### src/rtl/switch_bank_pkg.sv
// Shared definitions for the packet-buffer bank controllers: geometry, read FSM
// states and the wrapping address increment used by both read and write sides.
package switch_bank_pkg;

  localparam int DEPTH  = 4608;
  localparam int ADDR_W = $clog2(DEPTH);

  typedef enum logic [1:0] {
    IDLE  = 2'd0,
    READ  = 2'd1,
    DRAIN = 2'd2
  } rd_state_t;

  // Bank depth is not a power of two, so the wrap has to be explicit.
  function automatic int unsigned addr_inc(input int unsigned addr, input int unsigned depth);
    return (addr == depth - 1) ? 0 : addr + 1;
  endfunction

endpackage

### src/rtl/bank_rd_fifo.sv
// Three-entry synchronous FIFO holding {last, data} words returned by the bank,
// with an occupancy count used by the read issue logic.
module bank_rd_fifo #(
  parameter int WIDTH = 33
) (
  input  logic             clk,
  input  logic             rst_n,
  input  logic             push,
  input  logic [WIDTH-1:0] wdata,
  input  logic             pop,
  output logic [WIDTH-1:0] rdata,
  output logic [1:0]       count
);

  logic [WIDTH-1:0] mem [3];
  logic [1:0]       wr_ptr;
  logic [1:0]       rd_ptr;
  logic             do_push;
  logic             do_pop;

  function automatic logic [1:0] ptr_inc(input logic [1:0] p);
    return (p == 2'd2) ? 2'd0 : p + 2'd1;
  endfunction

  assign do_push = push && (count != 2'd3);
  assign do_pop  = pop && (count != 2'd0);
  assign rdata   = mem[rd_ptr];

  always_ff @(posedge clk or negedge rst_n) begin
    if (!rst_n) begin
      wr_ptr <= 2'd0;
      rd_ptr <= 2'd0;
      count  <= 2'd0;
      for (int i = 0; i < 3; i++) mem[i] <= '0;
    end else begin
      if (do_push) begin
        mem[wr_ptr] <= wdata;
        wr_ptr      <= ptr_inc(wr_ptr);
      end
      if (do_pop) rd_ptr <= ptr_inc(rd_ptr);
      case ({do_push, do_pop})
        2'b10:   count <= count + 2'd1;
        2'b01:   count <= count - 2'd1;
        default: count <= count;
      endcase
    end
  end

endmodule

### src/rtl/bank_frame_reader.sv
// Read-side controller for one SRAM bank: turns a {addr, len} descriptor into
// paced bank reads and a valid/ready word stream with end-of-frame marking.
//
// Handshakes: a transfer happens on a rising edge where valid and ready are both
// high; valid never depends on ready, and data/last hold while valid & !ready.
module bank_frame_reader
  import switch_bank_pkg::*;
#(
  parameter int DATA_WIDTH = 32,
  parameter int DEPTH      = switch_bank_pkg::DEPTH,
  parameter int LEN_WIDTH  = 9
) (
  input  logic                     i_clk,
  input  logic                     i_rst_n,
  input  logic                     i_desc_valid,
  output logic                     o_desc_ready,
  input  logic [$clog2(DEPTH)-1:0] i_desc_addr,
  input  logic [LEN_WIDTH-1:0]     i_desc_len,
  output logic                     o_mem_read,
  output logic [$clog2(DEPTH)-1:0] o_mem_addr,
  input  logic [DATA_WIDTH-1:0]    i_mem_data,
  output logic                     o_valid,
  input  logic                     i_ready,
  output logic [DATA_WIDTH-1:0]    o_data,
  output logic                     o_last,
  output logic                     o_busy,
  output logic                     o_done,
  output logic                     o_err,
  output rd_state_t                o_state
);

  localparam int AW = $clog2(DEPTH);

  rd_state_t            state;
  rd_state_t            state_nxt;
  logic [AW-1:0]        addr;
  logic [LEN_WIDTH-1:0] remaining;
  logic                 inflight;
  logic                 inflight_last;
  logic                 done;
  logic                 err;
  logic [1:0]           fifo_count;
  logic                 issue;
  logic                 desc_fire;
  logic                 desc_start;
  logic                 out_fire;
  logic                 last_fire;
  logic                 issue_last;

  // Issue only from registered occupancy so downstream ready never reaches the bank.
  assign issue      = (state == READ) && ((3'(fifo_count) + 3'(inflight)) < 3'd3);
  assign issue_last = issue && (remaining == LEN_WIDTH'(1));
  assign desc_fire  = (state == IDLE) && i_desc_valid;
  assign desc_start = desc_fire && (i_desc_len != '0);
  assign out_fire   = o_valid && i_ready;
  assign last_fire  = out_fire && o_last;

  always_comb begin
    state_nxt = state;
    case (state)
      IDLE:    if (desc_start) state_nxt = READ;
      READ:    if (issue_last) state_nxt = DRAIN;
      DRAIN:   if (last_fire) state_nxt = IDLE;
      default: state_nxt = IDLE;
    endcase
  end

  always_ff @(posedge i_clk or negedge i_rst_n) begin
    if (!i_rst_n) begin
      state         <= IDLE;
      addr          <= '0;
      remaining     <= '0;
      inflight      <= 1'b0;
      inflight_last <= 1'b0;
      done          <= 1'b0;
      err           <= 1'b0;
    end else begin
      state         <= state_nxt;
      inflight      <= issue;
      inflight_last <= issue_last;
      done          <= (state == DRAIN) && last_fire;
      err           <= desc_fire && (i_desc_len == '0);
      if (desc_start) begin
        addr      <= i_desc_addr;
        remaining <= i_desc_len;
      end else if (issue) begin
        addr      <= AW'(addr_inc(32'(addr), DEPTH));
        remaining <= remaining - LEN_WIDTH'(1);
      end
    end
  end

  bank_rd_fifo #(
    .WIDTH (DATA_WIDTH + 1)
  ) u_fifo (
    .clk   (i_clk),
    .rst_n (i_rst_n),
    .push  (inflight),
    .wdata ({inflight_last, i_mem_data}),
    .pop   (out_fire),
    .rdata ({o_last, o_data}),
    .count (fifo_count)
  );

  assign o_valid      = (fifo_count != 2'd0);
  assign o_mem_read   = issue;
  assign o_mem_addr   = addr;
  assign o_desc_ready = (state == IDLE);
  assign o_busy       = (state != IDLE);
  assign o_done       = done;
  assign o_err        = err;
  assign o_state      = state;

endmodule

### config.mk
export PLATFORM = sky130hd
export DESIGN_NAME = bank_frame_reader
export DESIGN_NICKNAME = d
export VERILOG_FILES = /design/src/rtl/switch_bank_pkg.sv /design/src/rtl/bank_rd_fifo.sv /design/src/rtl/bank_frame_reader.sv
export SDC_FILE = /design/constraint.sdc
export NUM_CORES = 1
export LEC_CHECK = 0
export BUFFER_PORTS_ARGS = -buffer_cell sky130_fd_sc_hd__buf_4
export CAP_MARGIN = 20
export CORE_MARGIN = 4
export CORE_UTILIZATION = 40
export CTS_CLUSTER_DIAMETER = 100
export DETAILED_ROUTE_END_ITERATION = 10
export PLACE_DENSITY = 0.62
export SLEW_MARGIN = 5
export SYNTH_ARGS = -nofsm -noshare
export SYNTH_HDL_FRONTEND = slang
export SYNTH_HIERARCHICAL = 1
export SYNTH_SLANG_ARGS = --single-unit
### constraint.sdc
create_clock -name i_clk -period 6.15 [get_ports i_clk]
set_input_delay 1.845 -clock i_clk [delete_from_list [all_inputs] [get_ports i_clk]]
set_output_delay 1.845 -clock i_clk [all_outputs]
set_load 0.02 [all_outputs]
# == Word level (Yosys, flattened, before mapping) ==
# Cells that the tools add are included.
# classes
n_reduce_logical,19
n_addsub,7
eq_ne,12
bitwise_logic,2
mux,18
magnitude_cmp,4
# op_table
cell,n
bitwise mux 99 bit,1
two-way mux 33 bit,3
binary-select mux 33 bit (select 2 bit),1
demux 33 bit (select 2 bit),1
two-way mux 13 bit,3
two-way mux 9 bit,2
adder 13 x 1 -> 13 bit (second input constant),1
== test 13 bit (second input constant),1
logical AND 1 bit,11
two-way mux 2 bit,5
== test 9 x 1 -> 1 bit (second input constant),1
zero test 9 bit,1
nonzero test 9 bit,1
subtractor 9 x 1 -> 9 bit (second input constant),1
== test 2 bit (second input constant),4
nonzero test 2 bit,4
adder 2 x 1 -> 2 bit (second input constant),3
greater-or-equal comparator 3 bit (second input constant),2
inequality test 2 bit (second input constant),3
NOT 2 -> 3 bit,2
one-hot mux 2 bit (3 select lines),1
== test 2 x 1 -> 1 bit (second input constant),2
one-hot mux 2 bit (2 select lines),1
adder 2 x 1 -> 3 bit,1
other kinds (6),6
# word_totals
register_bits,133
input_bits,58
out_inout_bits,54

# == Longest topological paths before layout ==
# Gate-level depths: netlist of the first run.
# logic_depth
word_depth,7
mapped_depth,8
ltp_nobuf,8

# == By module ==
# The synthesis of the first run kept the hierarchy.
# by_module_without_submodules
mod,area_per_inst_um2,cells_per_inst,instances,seq_area_each_um2
bank_rd_fifo,4718.3,345,1,2627.5
bank_frame_reader,1689.1,179,1,700.7

# == Least setup slack after synthesis of the first run ==
# OpenSTA, ideal clock, no wires.
# synth_path
path_kind,register to output
start,reg u_fifo.rd_ptr[1]
end,out o_data[0]
n_path_buf,2
t_required_ns,4.305
arrival_time_ns,1.593
setup_slack_ns,2.712
path_stages_with_launch,5
path_cell_list,dfrtp_1 -> buf_2 -> buf_1 -> mux2i_1 -> o21ai_0
# synth_via
elab_chain_len,4
# synth_rtl
element,line_no,text
from (decl),bank_rd_fifo.sv:17,logic [1:0] rd_ptr;
from (signal assigned),bank_rd_fifo.sv:40,if (do_pop) rd_ptr <= ptr_inc(rd_ptr);
NOT 2 -> 3 bit (implied by the code),bank_rd_fifo.sv:27,assign rdata = mem[rd_ptr];
binary-select mux 33 bit (select 2 bit),bank_rd_fifo.sv:27,
two-way mux 33 bit (implied by the code) (2 in a row),bank_rd_fifo.sv:27,
to (decl),bank_frame_reader.sv:24,"output logic [DATA_WIDTH-1:0] o_data,"
# Every way passes these cells. The select of a mux whose other input is x is not followed.

# == Worst setup path in the final report of the first run ==
# layout_path
start,reg u_fifo.count[0]
end,out o_mem_read
# layout_via
elab_chain_len,3
# layout_rtl
element,line_no,text
from (decl),bank_rd_fifo.sv:12,output logic [1:0] count
from (signal assigned),bank_rd_fifo.sv:42,2'b10: count <= count + 2'd1;
from (signal assigned),bank_rd_fifo.sv:43,2'b01: count <= count - 2'd1;
from (signal assigned),bank_rd_fifo.sv:44,default: count <= count;
adder 2 x 1 -> 3 bit,bank_frame_reader.sv:51,assign issue = (state == READ) && ((3'(fifo_count) + 3'(inflight)) < 3'd3);
less-than comparator 3 x 2 -> 1 bit,bank_frame_reader.sv:51,
logical AND 1 bit,bank_frame_reader.sv:51,
to (decl),bank_frame_reader.sv:19,"output logic o_mem_read,"
# Every way passes these cells.

==> results.md, run 1 <==
* Min Clock Period, post-route at 4770 ps
* EDFF count, synth at 0
* Most instantiated cells after synthesis: dfrtp_1 (133), mux2_2 (72), nand2_1 (57), mux2i_1 (39), o21ai_0 (34)
* Pwr Density at 618 nW/um^2
* Initial Util at 0.406
* CTS H-Tree Depth at 4
* CP Capture Type: output port
* Final instance area at 8080 um^2
* RSZ-0062 raised after global routing: no
* DRC viols at 0
* Placer Congestion at 0.806
* Synth area leaders: dfrtp_1 (52%), mux2_2 (13%), mux2_4 (6.8%), mux2i_1 (6.1%), nand2_1 (3.3%)
* Required @ worst endpoint at 4300 ps
* Fin Setup TNS at 0 ps
* Critical Path Start Type: flop
* Top-count cell post-synth: dfrtp_1
* Post-synth top area share at 0.519
* Diodes inserted at 0
* Post-DP Area at 7480 um^2
* Area leader, netlist: dfrtp_1
* Pleak at 3.69 nW
* Via Count at 4617
* First-pass iteration count of the detailed router at 4
* R2R setup slack at 3060 ps
* CTS Buf Count at 17
* Clk Latency, worst-skew pair at 410 ps
* Core footprint at 15800 um^2
* Vias in the first global route at 4762
* Syn_nets at 588
* Cells after Synth at 524
* Seq cells post-synth at 133
* Antenna Nets Post-Route at 0
* Total track usage at 0.172
* Yosys warns at 6
* Die H at 135 um
* Max Root-Sink Buffers at 2
* WL/cell at 17.8 um
* Final wirelength at 15.4 mm
* Most used DFF post-synth: dfrtp_1
* Layout cell share with drive strength beyond 1 at 0.404
* Fin cells at 864
* First-pass GRT wire length at 24.7 mm
* Global route total overflow at 0
* Mapped Area at 6410 um^2
* Final core utilization at 0.512
* CTS tree: yes
* VDD IR max at 304 uV
* CTS resizes at 0
* Largest net degree at the start of global routing at 67
* FFs w/ async S/R, synth at 1.00
* Port Buf Inserts at 111
* Slew @ Worst Pin at 996 ps
* Postcts setup bufs at 0
* Num Clock Sinks at 133
* Clk_skew at 6.76 ps
* Critical Path AT at 2930 ps
* CTS root buffer: clkbuf_16
* Setup Viol. Count Final at 0
* CTS Hold Bufs at 0
* Max cap viols at 0
* Cell Rows at 46
* P&R area growth vs syn at 26.1%
* Post-DP HPWL at 10.1 mm
* Final Max Slew Viols at 0
* Initial DRC Count at 225
* CP max FO at 24
* Period utilization at 0.776
* Seq/Total Area, Yosys at 0.519
* IO Count at 112
* Rel. slew slack at 0.335
* Final nets at 700
* Post-synth cell types at 56
* Run status: finished clean
* DR vias/cell at 5.34
* Die area at 18100 um^2
* Worst hold path type: flop to flop
* Inst Count DP at 833
* Die width at 135 um
* Fin. Hold Viols at 0
* Initial antenna violation count at 0
* WS Path Type: flop to output port
* CTS clock-pin slew for the worst setup and hold paths at 50 ps
* Syn Area/Cell at 12.2 um^2
* Max Freq at 210 MHz
cells by family (layout without fill, tap and decap cells):
logic type                 count (synthesis)  count (layout)  share of synthesized area
buffers and inverters                     37             161                     0.0269
adders and majority gates                  6               6                     0.0117
AOI/OAI and AO/OA                         68              68                     0.0683
xor gates and xnor gates                   6               6                    0.00820
DFF                                      133             133                      0.519
and+or+nand+nor                          134             134                      0.110
muxes                                    140             140                      0.255
routing by layer:
layer	vias to the layer above	part of all wire	global-route usage
li1	2126	-	-
met1	2352	0.45	0.225
met2	130	0.49	0.281
met3	9	0.058	0.0525
met4	0	0.0074	0.0419
met5	-	0	0
layout by cell type, fill, tap and decap left out, types with 5 or more instances in the layout:
cell type and n:
a221o_1 5, and3_1 6, buf_4 120, clkbuf_1 5, clkbuf_16 17, clkbuf_8 7, dfrtp_1 132, ha_1 6
inv_1 7, mux2_2 72, mux2_4 29, mux2i_1 39, nand2_1 57, nand3_1 13, nand4_1 7, nor2_1 7
nor3_1 8, o21ai_0 34, o21ai_1 6
final cells by class:
type / count / area, um^2
Multi-Input combinational cell: 354 / 2920
Clock buffer: 29 / 541
Inverter: 9 / 33.8
Clock inverter: 2 / 60.1
Timing Repair Buffer: 121 / 928
Fill cell: 1411 / 7690
Sequential cell: 133 / 3330
Tap cell: 216 / 270
worst paths after layout:
kind / start / endpoint / cells past startpoint
max: u_fifo/count[0]$_DFFE_PN0P_ / o_mem_read / 6
min: u_fifo/mem[16]$_DFFE_PN0P_ / u_fifo/mem[16]$_DFFE_PN0P_ / 1
max reg2reg: u_fifo/count[0]$_DFFE_PN0P_ / o_mem_addr[6]$_DFFE_PN0P_ / 7
min reg2reg: u_fifo/mem[16]$_DFFE_PN0P_ / u_fifo/mem[16]$_DFFE_PN0P_ / 1
max in group asynchronous: i_rst_n / u_fifo/rd_ptr[1]$_DFFE_PN0P_ / 2
min in group asynchronous: i_rst_n / u_fifo/mem[63]$_DFFE_PN0P_ / 1
state kept, by name, indices dropped and copies added (netlist names):
| register | cells |
|---|---|
| u_fifo/wr_ptr | 2 |
| o_done | 1 |
| inflight_last | 1 |
| remaining | 9 |
| o_state | 2 |
| inflight | 1 |
| o_err | 1 |
| u_fifo/mem | 99 |
| o_mem_addr | 13 |
| u_fifo/count | 2 |
| u_fifo/rd_ptr | 2 |
critical path, cell delays in order (launching register included):
cell and delay [ps]:
dfrtp_1 450, ha_1 220, ha_1 190, nor3b_2 400
nand2_1 610, inv_2 430, buf_4 200
where the power goes:
part | internal, mW | total (mW) | switching, mW
clock | 0.671 | 1.02 | 0.347
combinational | 1.16 | 2.38 | 1.22
sequential | 1.31 | 1.60 | 0.289
stage by stage:
stage	power, mW	hold WS, ps	worst slack [ps]
finish	4.99	503	1380
global route	5.30	509	1190
CTS	5.05	506	1340
detailed placement	4.00	492	1800
global placement	3.91	486	1890
floorplan	3.20	471	2710
Note: power is estimated with default switching activity, not from simulation.
==> inputs of run 2 (changes only) <==
--- a/config.mk
+++ b/config.mk
@@ -11,7 +11,7 @@
 export CORE_UTILIZATION = 40
 export CTS_CLUSTER_DIAMETER = 100
 export DETAILED_ROUTE_END_ITERATION = 10
-export PLACE_DENSITY = 0.62
+export PLACE_DENSITY = 0.65
 export SLEW_MARGIN = 5
 export SYNTH_ARGS = -nofsm -noshare
 export SYNTH_HDL_FRONTEND = slang
==> constraint.sdc (replaced) <==
create_clock -name i_clk -period 4.1 [get_ports i_clk]
set_input_delay 1.23 -clock i_clk [delete_from_list [all_inputs] [get_ports i_clk]]
set_output_delay 1.23 -clock i_clk [all_outputs]
set_load 0.02 [all_outputs]
==> results.md, run 2 (synthesized netlist as in run 1, its figures left out) <==
* Run status: finished clean (unchanged)
* Cell Rows at 46 (unchanged)
* Most frequent cells in the layout: dfrtp_1 (132), buf_4 (121), mux2_2 (72) (was dfrtp_1 (132), buf_4 (120), mux2_2 (72))
* Final Max Slew Viols at 0 (unchanged)
* Fin Setup TNS at 0 ps (unchanged)
* Rel. slew slack at 0.426 (was 0.335)
* CTS H-Tree Depth at 4 (unchanged)
* Worst-path cell chain: ha_1, ha_1, nor3b_2, nand2_1, inv_2, buf_4 (unchanged)
* Vias in the first global route at 4994 (was 4762)
* CP peak stage delay at 450 ps (was 610 ps)
* Initial antenna violation count at 0 (unchanged)
* Period utilization at 0.844
* P&R area growth vs syn at 25.6% (was 26.1%)
* Overall power at 7.43 mW (was 4.99 mW)
* Final wirelength at 15.4 mm (about the same)
* Initial Util at 0.406 (unchanged)
* DRC viols at 0 (unchanged)
* Clk Latency, worst-skew pair at 420 ps (was 410 ps)
* Initial DRC Count at 225 (unchanged)
* Postcts setup bufs at 0 (unchanged)
* CP Capture Type: output port (unchanged)
* Min Clock Period, post-route at 3460 ps
* Clk_skew at 12.3 ps (was 6.76 ps)
* Seq. cell area at 3330 um^2 (unchanged)
* Critical Path AT at 2230 ps (was 2930 ps)
* Max reg flops at 99 (unchanged)
* CTS Hold Bufs at 0 (unchanged)
* Via Count at 4607 (was 4617)
* Max Root-Sink Buffers at 2 (unchanged)
* Most used cell, CP: ha_1 (unchanged)
* WS Path Type: flop to output port (unchanged)
* Area of the multi-input gates at 2920 um^2 (unchanged)
* Inst Count DP at 834 (was 833)
* CTS root buffer: clkbuf_16 (unchanged)
* Largest net degree at the start of global routing at 70 (was 67)
* VDD IR max at 429 uV (was 304 uV)
* Commonest non-fill, non-tap cell in the layout: dfrtp_1 (unchanged)
* Global route total overflow at 0 (unchanged)
* Placer Congestion at 0.856 (was 0.806)
* Buf+Inv Stages, Crit Path at 2 (unchanged)
* Fin. Hold Viols at 0 (unchanged)
* Die H at 135 um (unchanged)
* Worst path top cell family by delay: simple AND/OR/NAND/NOR gates (unchanged)
* Diodes inserted at 0 (unchanged)
* Reg with most FFs: u_fifo/mem (unchanged)
* CP max-delay cell: dfrtp_1 (was nand2_1)
* First-pass iteration count of the detailed router at 4 (unchanged)
* Fillers at 1395 (was 1411)
* Pwr Density at 923 nW/um^2 (was 618 nW/um^2)
* Die width at 135 um (unchanged)
* Antenna Nets Post-Route at 0 (unchanged)
* Total track usage at 0.178 (was 0.172)
* IO Count at 112 (unchanged)
* Post-DP HPWL at 10.4 mm (was 10.1 mm)
* Required @ worst endpoint at 2870 ps (was 4300 ps)
* RSZ-0062 raised after global routing: no (unchanged)
* Port Buf Inserts at 111 (unchanged)
* First-pass GRT wire length at 25.5 mm (was 24.7 mm)
* Slew @ Worst Pin at 859 ps (was 996 ps)
* CTS Buf Count at 17 (unchanged)
* CP max FO at 11 (was 24)
* CTS tree: yes (unchanged)
* Pleak at 3.70 nW (was 3.69 nW)
* CTS clock-pin slew for the worst setup and hold paths at 50 ps (about the same)
* DR vias/cell at 5.33 (was 5.34)
* Layout cell share with drive strength beyond 1 at 0.411 (was 0.404)
* Num Clock Sinks at 133 (unchanged)
* WL/cell at 17.8 um (about the same)
* Worst hold path type: flop to flop (unchanged)
* Max Freq at 289 MHz
* Setup Viol. Count Final at 0 (unchanged)
* Die area at 18100 um^2 (unchanged)
* Final nets at 701 (was 700)
* Core footprint at 15800 um^2 (unchanged)
* Critical Path Start Type: flop (unchanged)
* Max cap viols at 0 (unchanged)
* Fin cells at 865 (was 864)
* CTS resizes at 0 (unchanged)
[run 2: through the flow]
stage,setup WS (ps),utilization,area [um^2],hold slack [ps]
after global routing,420,0.510,8050,510
after global placement,1060,0.474,7480,485
after CTS,634,0.510,8050,505
final,640,0.510,8050,502
after detailed placement,1010,0.474,7480,492
after floorplan,1280,-,6410,471
[run 2: metal layers]
layer	up-vias	part of all wire	wire length [um]	global-route usage
li1	2127	-	-	-
met5	-	0	0	0
met4	0	0.016	242	0.0662
met2	119	0.49	7500	0.294
met1	2339	0.45	6950	0.226
met3	22	0.046	703	0.0462
[run 2: worst paths after layout]
| check | cells after the start | endpoint | from | slack, ps |
|---|---|---|---|---|
| max in group asynchronous | 2 | u_fifo/mem[22]$_DFFE_PN0P_ | i_rst_n | 2520 |
| min | 1 | u_fifo/mem[50]$_DFFE_PN0P_ | u_fifo/mem[50]$_DFFE_PN0P_ | 500 |
| min in group asynchronous | 1 | u_fifo/mem[91]$_DFFE_PN0P_ | i_rst_n | 800 |
| max | 6 | o_mem_read | u_fifo/count[0]$_DFFE_PN0P_ | 640 |
| max reg2reg | 7 | o_mem_addr[7]$_DFFE_PN0P_ | u_fifo/count[0]$_DFFE_PN0P_ | 1600 |
| min reg2reg | 1 | u_fifo/mem[50]$_DFFE_PN0P_ | u_fifo/mem[50]$_DFFE_PN0P_ | 500 |
[run 2: where the power goes]
part / total (mW) / switching [mW] / internal, mW
logic: 3.55 / 1.82 / 1.73
registers: 2.40 / 0.437 / 1.96
clock network: 1.48 / 0.538 / 0.939
[run 2: area by class of cell]
cell class,count,share of cell area
inverters,9,0.00420
well taps,216,0.0336
clock inverters,13,0.0174
clock buffers,18,0.0533
multi-input cells,354,0.362
repair buffers,122,0.115
flip-flops and latches,133,0.414
==> inputs of run 3 (changes only) <==
==> constraint.sdc (replaced) <==
create_clock -name i_clk -period 2.8 [get_ports i_clk]
set_input_delay 0.84 -clock i_clk [delete_from_list [all_inputs] [get_ports i_clk]]
set_output_delay 0.84 -clock i_clk [all_outputs]
set_load 0.02 [all_outputs]
==> results.md, run 3 (synthesized netlist as in run 1, its figures left out) <==
* Via Count at 4658 (was 4607)
* Clk_skew at 5.57 ps (was 12.3 ps)
* Die H at 135 um (unchanged)
* Cell Rows at 46 (unchanged)
* WS Path Type: flop to output port (unchanged)
* Reg with most FFs: u_fifo/mem (unchanged)
* Most frequent cells in the layout: dfrtp_1 (132), buf_4 (121), mux2_2 (72) (unchanged)
* Max cap viols at 0 (unchanged)
* Initial antenna violation count at 0 (unchanged)
* Largest net degree at the start of global routing at 64 (was 70)
* Die width at 135 um (unchanged)
* Worst reg2reg endpoint: o_mem_addr[7]$_DFFE_PN0P_ (unchanged)
* Fin Hold WS at 281 ps (was 502 ps)
* Post-DP HPWL at 10.2 mm (was 10.4 mm)
* RSZ-0062 raised after global routing: no (unchanged)
* Final nets at 706 (was 701)
* Core footprint at 15800 um^2 (unchanged)
* Global route total overflow at 0 (unchanged)
* IO Count at 112 (unchanged)
* Critical Path AT at 1860 ps (was 2230 ps)
* Postcts setup bufs at 0 (unchanged)
* Placer Congestion at 0.838 (was 0.856)
* Pwr Density at 1370 nW/um^2 (was 923 nW/um^2)
* CTS root buffer: clkbuf_16 (unchanged)
* Clk Latency, worst-skew pair at 410 ps (was 420 ps)
* CTS H-Tree Depth at 4 (unchanged)
* Fillers at 1395 (unchanged)
* Max reg flops at 99 (unchanged)
* Total track usage at 0.175 (was 0.178)
* Max Root-Sink Buffers at 2 (unchanged)
* Reg2reg start: u_fifo/count[0]$_DFFE_PN0P_ (unchanged)
* VDD IR max at 691 uV (was 429 uV)
* CTS Hold Bufs at 0 (unchanged)
* Port Buf Inserts at 111 (unchanged)
* Critical Path Start Type: flop (unchanged)
* CP max FO at 8 (was 11)
* First-pass GRT wire length at 25.2 mm (was 25.5 mm)
* Layout cell share with drive strength beyond 1 at 0.414 (was 0.411)
* Die area at 18100 um^2 (unchanged)
* Worst hold path type: input port to async pin (was flop to flop)
* Commonest non-fill, non-tap cell in the layout: dfrtp_1 (unchanged)
* Fin cells at 870 (was 865)
* Final Max Slew Viols at 0 (unchanged)
* CTS tree: yes (unchanged)
* Rel. slew slack at 0.642 (was 0.426)
* DR vias/cell at 5.35 (was 5.33)
* Diodes inserted at 0 (unchanged)
* Inst Count DP at 839 (was 834)
* CTS Buf Count at 17 (unchanged)
* DRC viols at 0 (unchanged)
* Antenna Nets Post-Route at 0 (unchanged)
* Fin Setup TNS at 0 ps (unchanged)
* R2R setup slack at 510 ps (was 1600 ps)
* Pleak at 3.74 nW (was 3.70 nW)
* CTS resizes at 1 (was 0)
* Final wirelength at 15.5 mm (was 15.4 mm)
* R2r worst-path depth at 7 (unchanged)
* Run status: finished clean (unchanged)
* CP Capture Type: output port (unchanged)
* CTS clock-pin slew for the worst setup and hold paths at 60 ps (was 50 ps)
* Fin. Hold Viols at 0 (unchanged)
* Min Clock Period, post-route at 2700 ps
* Initial Util at 0.406 (unchanged)
* Max Freq at 370 MHz
* WL/cell at 17.8 um (about the same)
* First-pass iteration count of the detailed router at 6 (was 4)
* P&R area growth vs syn at 27.5% (was 25.6%)
* Vias in the first global route at 4963 (was 4994)
* Num Clock Sinks at 133 (unchanged)
* Required @ worst endpoint at 1960 ps (was 2870 ps)
* Initial DRC Count at 199 (was 225)
* Slew @ Worst Pin at 537 ps (was 859 ps)
* Setup Viol. Count Final at 0 (unchanged)
* Period utilization at 0.965
==> run 3: cell count changes in the layout (fill, tap and decap cells not counted), sizes merged <==
cell and delta:
buf +5, bufinv +1, clkbuf +3, clkinv -6, clkinvlp +2
==> run 3: how the worst max path moves through the flow <==
stage / from / endpoint / slack [ps] / depth (start not counted)
floorplan: u_fifo/rd_ptr[1]$_DFFE_PN0P_ / o_data[0] / 370 / 4
global placement: i_desc_len[5] / o_mem_addr[7]$_DFFE_PN0P_ / 190 / 5
detailed placement: i_desc_len[5] / o_mem_addr[7]$_DFFE_PN0P_ / 180 / 5
CTS: u_fifo/rd_ptr[1]$_DFFE_PN0P_ / o_data[8] / 40 / 4
global route: u_fifo/rd_ptr[1]$_DFFE_PN0P_ / o_data[8] / 30 / 4
finish: u_fifo/count[0]$_DFFE_PN0P_ / o_mem_read / 100 / 6
==> run 3: report_power, final <==
part | total (mW) | internal, mW | leakage, nW | switching (mW)
logic | 5.35 | 2.64 | 1.87 | 2.71
registers | 3.53 | 2.87 | 1.57 | 0.654
clock network | 2.30 | 1.50 | 0.293 | 0.799
total | 11.2 | 7.02 | 3.74 | 4.16
==> run 3: critical path: stages, from the launching register on <==
cell	delay [ps]
dfrtp_1	450
ha_1	220
ha_1	280
nand2_2	180
nand2_1	110
inv_2	80
buf_4	130
==> run 3: layer usage <==
layer  routed length [um]  GRT usage  vias to the layer above
li1                     -          -                     2132
met1                 6930      0.226                     2374
met2                 7510      0.285                      138
met3                  923     0.0484                       14
met4                  133     0.0588                        0
met5                    0          0                        -
==> run 3: through the flow <==
stage           util  total power [mW]  instance area (um^2)  worst slack (ps)
4_1_cts        0.517              11.3                  8160              43.4
6_report       0.518              11.2                  8170              97.2
3_5_place_dp   0.479              8.90                  7550               178
2_1_floorplan      -              7.02                  6410               367
5_1_grt        0.518              11.8                  8170              32.5
3_3_place_gp   0.479              8.71                  7550               194
==> run 3: cell type report <==
cell class                      count  area, um^2  area share
Timing Repair Buffer              127        1010       0.124
Clock buffer                       21         450      0.0551
Clock inverter                     10         155      0.0190
Inverter                            9        33.8     0.00414
Sequential cell                   133        3330       0.408
Tap cell                          216         270      0.0331
Multi-Input combinational cell    354        2920       0.357
